`src/rtl/fetch_stage_pkg.sv`:
```
// Shared types and defaults for the instruction-fetch stage.
package fetch_stage_pkg;

  localparam logic [15:0] RESET_PC_DEF = 16'h0000;
  localparam logic [4:0]  HALT_OPC_DEF = 5'b00000;
  localparam logic [15:0] PC_INC_DEF   = 16'd2;

  typedef enum logic [1:0] {
    REQ  = 2'b00,
    HOLD = 2'b01,
    HALT = 2'b10
  } fetch_state_e;

  // Source for the next fetch address.
  typedef enum logic [1:0] {
    PC_KEEP  = 2'b00,
    PC_SEQ   = 2'b01,
    PC_REDIR = 2'b10,
    PC_PEND  = 2'b11
  } pc_sel_e;

endpackage

```
`src/rtl/fetch_pc_reg.sv`:
```
// Fetch address, deferred redirect target and squash flag, with the next-address mux.
module fetch_pc_reg
  import fetch_stage_pkg::*;
#(
  parameter logic [15:0] RESET_PC = RESET_PC_DEF
) (
  input  logic        clk,
  input  logic        rst_n,
  input  pc_sel_e     pc_sel,
  input  logic        pend_set,
  input  logic [15:0] redirect_pc,
  input  logic [15:0] seq_pc,
  output logic [15:0] fetch_addr,
  output logic        squash
);

  logic [15:0] pending_pc;

  // NOTE: sequential state uses non-blocking assignments so every register
  // samples its inputs from the same pre-edge values.
  always_ff @(posedge clk or negedge rst_n) begin
    if (!rst_n) begin
      fetch_addr <= RESET_PC;
      pending_pc <= RESET_PC;
      squash     <= 1'b0;
    end else begin
      // A later redirect simply overwrites the deferred target.
      if (pend_set) begin
        pending_pc <= redirect_pc;
        squash     <= 1'b1;
      end
      case (pc_sel)
        PC_SEQ:   fetch_addr <= seq_pc;
        PC_REDIR: begin
          fetch_addr <= redirect_pc;
          squash     <= 1'b0;
        end
        PC_PEND:  begin
          fetch_addr <= pending_pc;
          squash     <= 1'b0;
        end
        default: ;
      endcase
    end
  end

endmodule

```
`src/rtl/fetch_stage.sv`:
```
// Instruction-fetch stage: owns the PC, talks to a variable-latency imem and
// hands instructions to decode over valid/ready.
module fetch_stage
  import fetch_stage_pkg::*;
#(
  parameter logic [15:0] RESET_PC = RESET_PC_DEF,
  parameter logic [4:0]  HALT_OPC = HALT_OPC_DEF,
  parameter logic [15:0] PC_INC   = PC_INC_DEF
) (
  input  logic        clk,
  input  logic        rst_n,
  input  logic        redirect_valid,
  input  logic [15:0] redirect_pc,
  output logic        imem_req,
  output logic [15:0] imem_addr,
  input  logic [15:0] imem_rdata,
  input  logic        imem_done,
  output logic        if_valid,
  input  logic        if_ready,
  output logic [15:0] if_instr,
  output logic [15:0] if_pc,
  output logic [15:0] if_pc_inc,
  output logic        halted,
  output logic        err
);

  fetch_state_e state_q, state_d;
  logic         gap_q, gap_d;     // one idle cycle after a discarded completion
  logic         drain_q, drain_d; // outstanding request still owed a done in HALT
  pc_sel_e      pc_sel;
  logic         pend_set, latch, clr_valid, set_halt, set_err;
  logic         squash;
  logic [15:0]  fetch_addr;
  logic         redir, misal, busy;

  fetch_pc_reg #(.RESET_PC(RESET_PC)) u_pc_reg (
    .clk         (clk),
    .rst_n       (rst_n),
    .pc_sel      (pc_sel),
    .pend_set    (pend_set),
    .redirect_pc (redirect_pc),
    .seq_pc      (if_pc_inc),
    .fetch_addr  (fetch_addr),
    .squash      (squash)
  );

  assign imem_addr = fetch_addr;
  assign imem_req  = ((state_q == REQ) && !gap_q) || drain_q;
  assign redir     = redirect_valid && (state_q != HALT);
  assign misal     = redir && redirect_pc[0];
  assign busy      = (state_q == REQ) && !gap_q;

  always_ff @(posedge clk or negedge rst_n) begin
    if (!rst_n) begin
      state_q <= REQ;
      gap_q   <= 1'b0;
      drain_q <= 1'b0;
    end else begin
      state_q <= state_d;
      gap_q   <= gap_d;
      drain_q <= drain_d;
    end
  end

  // NOTE: every output of this block is given a default first, so no path
  // through the case statement can infer a latch.
  always_comb begin
    state_d   = state_q;
    gap_d     = 1'b0;
    drain_d   = drain_q && !imem_done;
    pc_sel    = PC_KEEP;
    pend_set  = 1'b0;
    latch     = 1'b0;
    clr_valid = 1'b0;
    set_halt  = 1'b0;
    set_err   = 1'b0;

    case (state_q)
      REQ: begin
        if (misal) begin
          state_d  = HALT;
          set_err  = 1'b1;
          set_halt = 1'b1;
          clr_valid = 1'b1;
          drain_d  = busy && !imem_done;
        end else if (redir) begin
          if (!busy) begin
            pc_sel = PC_REDIR;
          end else if (imem_done) begin
            pc_sel = PC_REDIR;
            gap_d  = 1'b1;
          end else begin
            // Address must stay put mid-request; retarget once it completes.
            pend_set = 1'b1;
          end
        end else if (busy && imem_done) begin
          if (squash) begin
            pc_sel = PC_PEND;
            gap_d  = 1'b1;
          end else begin
            latch   = 1'b1;
            state_d = HOLD;
          end
        end
      end
      HOLD: begin
        if (misal) begin
          state_d   = HALT;
          set_err   = 1'b1;
          set_halt  = 1'b1;
          clr_valid = 1'b1;
        end else if (redir) begin
          clr_valid = 1'b1;
          pc_sel    = PC_REDIR;
          state_d   = REQ;
        end else if (if_ready) begin
          clr_valid = 1'b1;
          if (if_instr[15:11] == HALT_OPC) begin
            state_d  = HALT;
            set_halt = 1'b1;
          end else begin
            pc_sel  = PC_SEQ;
            state_d = REQ;
          end
        end
      end
      HALT: ;
      default: state_d = REQ;
    endcase
  end

  // NOTE: the output latch is reset explicitly; decode must never see stale
  // X data as a valid instruction after reset.
  always_ff @(posedge clk or negedge rst_n) begin
    if (!rst_n) begin
      if_valid  <= 1'b0;
      if_instr  <= 16'h0000;
      if_pc     <= 16'h0000;
      if_pc_inc <= 16'h0000;
      halted    <= 1'b0;
      err       <= 1'b0;
    end else begin
      if (latch) begin
        if_valid  <= 1'b1;
        if_instr  <= imem_rdata;
        if_pc     <= fetch_addr;
        if_pc_inc <= fetch_addr + PC_INC;
      end else if (clr_valid) begin
        if_valid  <= 1'b0;
      end
      if (set_halt) halted <= 1'b1;
      if (set_err)  err    <= 1'b1;
    end
  end

endmodule

```
`config.mk`:
```
export PLATFORM = sky130hd
export DESIGN_NAME = fetch_stage
export DESIGN_NICKNAME = d
export VERILOG_FILES = /design/src/rtl/fetch_stage_pkg.sv /design/src/rtl/fetch_pc_reg.sv /design/src/rtl/fetch_stage.sv
export SDC_FILE = /design/constraint.sdc
export NUM_CORES = 1
export LEC_CHECK = 0
export CORE_MARGIN = 4
export CORE_UTILIZATION = 33
export CTS_CLUSTER_DIAMETER = 80
export CTS_CLUSTER_SIZE = 30
export DETAILED_ROUTE_END_ITERATION = 12
export GPL_ROUTABILITY_DRIVEN = 1
export PLACE_DENSITY = 0.65
export SLEW_MARGIN = 20
export SYNTH_ARGS = -nofsm -noshare
export SYNTH_HDL_FRONTEND = slang
export SYNTH_HIERARCHICAL = 1
export SYNTH_SLANG_ARGS = --single-unit
```
`constraint.sdc`:
```
create_clock -name clk -period 3.6 [get_ports clk]
set_input_delay 0.72 -clock clk [delete_from_list [all_inputs] [get_ports clk]]
set_output_delay 0.72 -clock clk [all_outputs]
set_load 0.005 [all_outputs]
```
==> out/results.ini, run 1 <==
[flow_run]
maxCapViolCount = 0

[grt]
overflow = 0
antenna_found_initial = 0
grt_max_degree = 73
grtUsageTotal = 0.135
grt_pass1_wl_um = 14100
grt_pass1_vias = 2694

[drt]
num_vias = 2617
wl_um = 8760
viasPerCell = 4.93
drcViolationCount = 0
ant_nets = 0
dr.pass1.iters = 5
wl_per_cell_um = 16.5
first_iter_violations = 104

[layout]
antennaDiodeCount = 0
syn2layout_area_growth_pct = 39.0
fin_nets = 421
drive_gt1_frac = 0.222
fillCellCount = 1009
finalNonFillerCells = 531

[clock_tree]
clk-insertion-delay-late_ns = 0.33
numCtsBuffers = 9
clock-sinks = 87
cts_setup_buffers = 0
cts_hold_buf = 0
clock_path_buffers = 2
path_clk_slew_ns = 0.06
cts-resized-gates = 0
cts_max_level = 3
cts_tree = done
cts_root_buf = clkbuf_16

[die]
dieWidth_um = 116
die_h_um = 116
start_util = 0.338
placementRows = 39
die_area_mm2 = 0.0136
ios = 105
core_area_mm2 = 0.0115

[timing]
hold_viol = 0
tns_ns = 0
report.final.slew_viol_count = 0
worst_pin_slew_ns = 0.938
holdWs_ns = 0.486
clock.fmax_mhz = 380
setup_viol = 0
slew_headroom = 0.374
layout_setup_ws_ns = 0.969
final.setup_skew_ns = 0.0114
post-route-period-util = 0.731
fin_crit_ns = 2.63
rsz0062_at_grt = false

[placement]
dp_cells = 515
io_buffer_count = 104
hpwl_um = 6050
gp_congestion = 0.748
pre_cts_slack_ns = 0.626

[critical_path]
path_max_fanout = 39
cp.arrival_ns = 2.85
crit_type = in2reg
critical-path-max-stage-delay_ns = 0.56
start_kind = input port
end_kind = register
path_buf_inv = 2
cp.required_ns = 3.81
crit_chain = clkdlybuf4s50_1 -> or4b_1 -> or3_2 -> buf_4 -> mux2_4
cpLargestDelayFamily = simple AND/OR/NAND/NOR gates
slowest_stage = clkdlybuf4s50_1

[synth]
async_reset_ff_frac = 1.00
yosys.area.top_type = dfrtp_1
synth_top_area_frac = 0.561
yosys_warnings = 6
synth_ff_type = dfrtp_1
syn-cell-area_mm2 = 0.00388
ys_top_cells_by_area = dfrtp_1 56%, mux2_2 9.0%, mux2_4 5.8%
synthesis.nets = 316
ys_ff_latch = 87
seq_area_frac_synth = 0.561
synth_edf_count = 0
synth.distinct_cells = 35
syn_inst = 278
avgSynthCellArea_um2 = 14.0

[hold_path]
hp-class = reg2reg

[outcome]
status = complete, no violations

[pwr]
power.density_mw_per_mm2 = 785
ir_drop_mv = 0.345
power.leakage_nw = 2.27
finalPower_mw = 4.24

[cell families (layout without fill, tap and decap cells)]
family	count (synthesis)	after routing	share of synthesized area
muxes	62	62	0.247
AOI/OAI and AO/OA	33	33	0.0487
adders and majority gates	1	1	0.00322
and+or+nand+nor	59	59	0.0745
xor gates and xnor gates	13	13	0.0293
buffers and inverters	23	133	0.0367
DFF	87	87	0.561
[placed cells by master (no fill, tap or decap), types with 7 or more instances in the layout]
cell | netlist | layout
mux2_2 | 31 | 31
nand2_1 | 22 | 22
xnor2_1 | 12 | 12
mux2_4 | 15 | 15
o21ai_0 | 19 | 19
mux4_2 | 10 | 10
buf_4 | 1 | 8
clkbuf_16 | 0 | 9
nor3_1 | 10 | 10
clkdlybuf4s50_1 | 0 | 103
a21oi_1 | 7 | 7
dfrtp_1 | 87 | 87
[registers in the layout (all words and copies together) (netlist names)]
register             cells
if_instr                16
if_pc                   16
u_pc_reg/fetch_addr     16
u_pc_reg/pending_pc     16
if_pc_inc               15
state_q                  2
drain_q                  1
err                      1
gap_q                    1
halted                   1
if_valid                 1
u_pc_reg/squash          1
[worst register-to-register path: stages (launching register included)]
cell     delay, ns
dfrtp_1       0.51
or4b_1        0.60
or3_2         0.44
buf_4         0.29
mux2_4        0.36
[synthesized netlist by cell type (all sizes together) (2+ instances only)]
master,count
o31ai,2
nand3,5
xnor2,12
nor4,4
clkbuf,6
nand4,2
nand2b,4
nor3,10
nor2,6
inv,6
buf,11
mux2,46
dfrtp,87
nand2,22
o21ai,19
a21oi,7
mux4,16
[per-stage QoR]
| step | utilization | area [um2] |
|---|---|---|
| after floorplan | - | 3880 |
| after global placement | 0.440 | 5040 |
| after detailed placement | 0.440 | 5040 |
| after CTS | 0.470 | 5390 |
| after global routing | 0.470 | 5390 |
| final | 0.470 | 5390 |
[power breakdown]
group / switching [mW] / internal, mW
combinational: 0.401 / 0.988
clock: 0.399 / 0.688
sequential: 0.367 / 1.39
[per-layer routing]
layer / wire length (um) / vias up / GRT usage
met5: 0 / - / 0
met4: 87 / 0 / 0.0371
met3: 622 / 10 / 0.0451
met2: 4100 / 86 / 0.206
met1: 3950 / 1299 / 0.186
li1: - / 1222 / -
[layout make-up]
cell class              count  area (um2)  area share
flip-flops and latches     87        2180       0.404
multi-input cells         168        1570       0.292
repair buffers            111        1090       0.202
clock buffers               9         225      0.0418
well taps                 143         179      0.0332
clock inverters             7         126      0.0234
inverters                   6        22.5     0.00418
[worst paths after layout]
kind	endpoint	cells past startpoint	slack, ns	from
hold / removal	err	1	0.49	err
min in group asynchronous	u_pc_reg/fetch_addr[3]	1	0.50	rst_n
setup / recovery	if_pc[8]	5	0.97	imem_done
max in group asynchronous	if_pc[15]	2	2.35	rst_n
setup reg to reg	if_pc[8]	4	1.29	state_q[1]
hold reg to reg	err	1	0.49	err
(Power assumes the default switching activity.)
==> inputs of run 2 (changes only) <==
--- a/config.mk
+++ b/config.mk
@@ -11,7 +11,7 @@
 export CTS_CLUSTER_SIZE = 30
 export DETAILED_ROUTE_END_ITERATION = 12
 export GPL_ROUTABILITY_DRIVEN = 1
-export PLACE_DENSITY = 0.65
+export PLACE_DENSITY = 0.67
 export SLEW_MARGIN = 20
 export SYNTH_ARGS = -nofsm -noshare
 export SYNTH_HDL_FRONTEND = slang
==> constraint.sdc (replaced) <==
create_clock -name clk -period 2.3 [get_ports clk]
set_input_delay 0.46 -clock clk [delete_from_list [all_inputs] [get_ports clk]]
set_output_delay 0.46 -clock clk [all_outputs]
set_load 0.005 [all_outputs]
==> out/results.ini, run 2 (synthesis results as in run 1) <==
[drt]
dr.pass1.iters = 4  ; -1
viasPerCell = 4.85  ; -1.6%
ant_nets = 0  ; unchanged
wl_per_cell_um = 17.0  ; +2.9%
wl_um = 9170  ; +4.7%
num_vias = 2620  ; +0.11%
drcViolationCount = 0  ; unchanged
first_iter_violations = 72  ; -31%

[timing]
hold_viol = 0  ; unchanged
tns_ns = 0  ; unchanged
holdWs_ns = 0.108  ; -0.377 ns
slew_headroom = 0.667  ; +0.292
fin_crit_ns = 2.19
clock.fmax_mhz = 457
report.final.slew_viol_count = 0  ; unchanged
final.setup_skew_ns = 0.00688  ; -0.00449 ns
layout_setup_ws_ns = 0.112  ; -0.857 ns
setup_viol = 0  ; unchanged
worst_pin_slew_ns = 0.500  ; -0.438 ns
post-route-period-util = 0.952

[hold_path]
hp-class = in2async

[critical_path]
slowest_stage = clkdlybuf4s50_1
critical-path-max-stage-delay_ns = 0.48  ; -0.08 ns
start_kind = input port
crit_chain = clkdlybuf4s50_1 -> or4b_1 -> or3_2 -> buf_12 -> mux2_4
path_max_fanout = 46  ; +18%
crit_type = in2reg
end_kind = register
cp.arrival_ns = 2.42  ; -0.43 ns
cp.required_ns = 2.53  ; -1.28 ns

[layout]
layout_commonest_cell = clkdlybuf4s50_1
final_cell_mix = 103 x clkdlybuf4s50_1, 87 x dfrtp_1, 31 x mux2_2, 22 x nand2_1, 19 x o21ai_0
syn2layout_area_growth_pct = 41.4
drive_gt1_frac = 0.239  ; +0.0176
fillCellCount = 1018  ; +0.89%
seqCellArea_mm2 = 0.00218  ; unchanged
antennaDiodeCount = 0  ; unchanged
final_core_util = 0.479  ; +0.00818
multi_input_area_mm2 = 0.00158  ; +0.32%
fin_nets = 430  ; +2.1%

[die]
die_h_um = 116  ; unchanged
ios = 105  ; unchanged
dieWidth_um = 116  ; unchanged
placementRows = 39  ; unchanged
core_area_mm2 = 0.0115  ; unchanged
start_util = 0.338  ; unchanged
die_area_mm2 = 0.0136  ; unchanged

[clock_tree]
cts_root_buf = clkbuf_16
cts_max_level = 3  ; unchanged
cts_setup_buffers = 0  ; unchanged
clock_path_buffers = 2  ; unchanged
cts_tree = done
cts_hold_buf = 0  ; unchanged
clk-insertion-delay-late_ns = 0.35  ; +0.02 ns
cts-resized-gates = 0  ; unchanged
clock-sinks = 87  ; unchanged
path_clk_slew_ns = 0.07  ; about the same
numCtsBuffers = 9  ; unchanged

[grt]
grtUsageTotal = 0.141  ; +0.00573
grt_max_degree = 88  ; +21%
grt_pass1_wl_um = 14500  ; +2.7%
overflow = 0  ; unchanged
antenna_found_initial = 0  ; unchanged
grt_pass1_vias = 2836  ; +5.3%

[placement]
hpwl_um = 6390  ; +5.5%
io_buffer_count = 104  ; unchanged
pre_cts_slack_ns = -0.237  ; -0.862 ns
gp_congestion = 0.754  ; +0.82%

[pwr]
power.density_mw_per_mm2 = 1180  ; +50%
ir_drop_mv = 0.727  ; +110%
power.leakage_nw = 2.31  ; +2.0%

[flow_run]
maxCapViolCount = 0  ; unchanged

[outcome]
status = complete, no violations

==> run 2: changes by cell type in the layout (fill, tap and decap cells not counted), sizes merged <==
| cell | change |
|---|---|
| clkbuf | +1 |
| inv | -1 |
| clkinv | +2 |
| bufinv | -2 |
| buf | +9 |
==> run 2: path summary, 6_finish.rpt <==
kind	start	to	slack (ns)	cells past startpoint
min in group clk	halted	halted	0.48	2
setup / recovery	imem_done	if_pc[14]	0.11	5
setup reg to reg	gap_q	if_pc[14]	0.25	4
hold / removal	rst_n	if_pc[3]	0.11	2
max in group asynchronous	rst_n	u_pc_reg/fetch_addr[0]	1.76	2
hold reg to reg	halted	halted	0.48	2
==> run 2: critical path, delay by kind of cell <==
kind	cells	cell delay, ns
buffers and inverters	2	0.69
muxes	1	0.32
and+or+nand+nor	2	0.92
==> run 2: layout make-up <==
class	count	area share
sequential	87	0.397
multi-input combinational	168	0.288
timing repair buffer	120	0.225
clock buffer	10	0.0417
tap	143	0.0326
clock inverter	6	0.0125
inverter	6	0.00410
==> run 2: power by group <==
group | leakage [nW] | internal [mW] | switching, mW | total (mW)
logic | 1.08 | 1.57 | 0.666 | 2.24
registers | 1.09 | 2.18 | 0.570 | 2.75
clock network | 0.143 | 0.850 | 0.625 | 1.47
==> run 2: layer usage <==
layer / part of all wire / GRT usage / routed length, um
met2: 0.48 / 0.228 / 4440
met3: 0.079 / 0.0518 / 721
met1: 0.42 / 0.173 / 3830
met5: 0 / 0 / 0
met4: 0.018 / 0.0510 / 168
==> run 2: per-stage QoR <==
| step | power, mW | cells | instance area (um2) |
|---|---|---|---|
| 2_1_floorplan | 3.59 | 278 | 3880 |
| 3_3_place_gp | 4.96 | 524 | 5180 |
| 3_5_place_dp | 5.06 | 524 | 5180 |
| 4_1_cts | 6.57 | 540 | 5480 |
| 5_1_grt | 6.86 | 540 | 5490 |
| 6_report | 6.47 | 540 | 5490 |
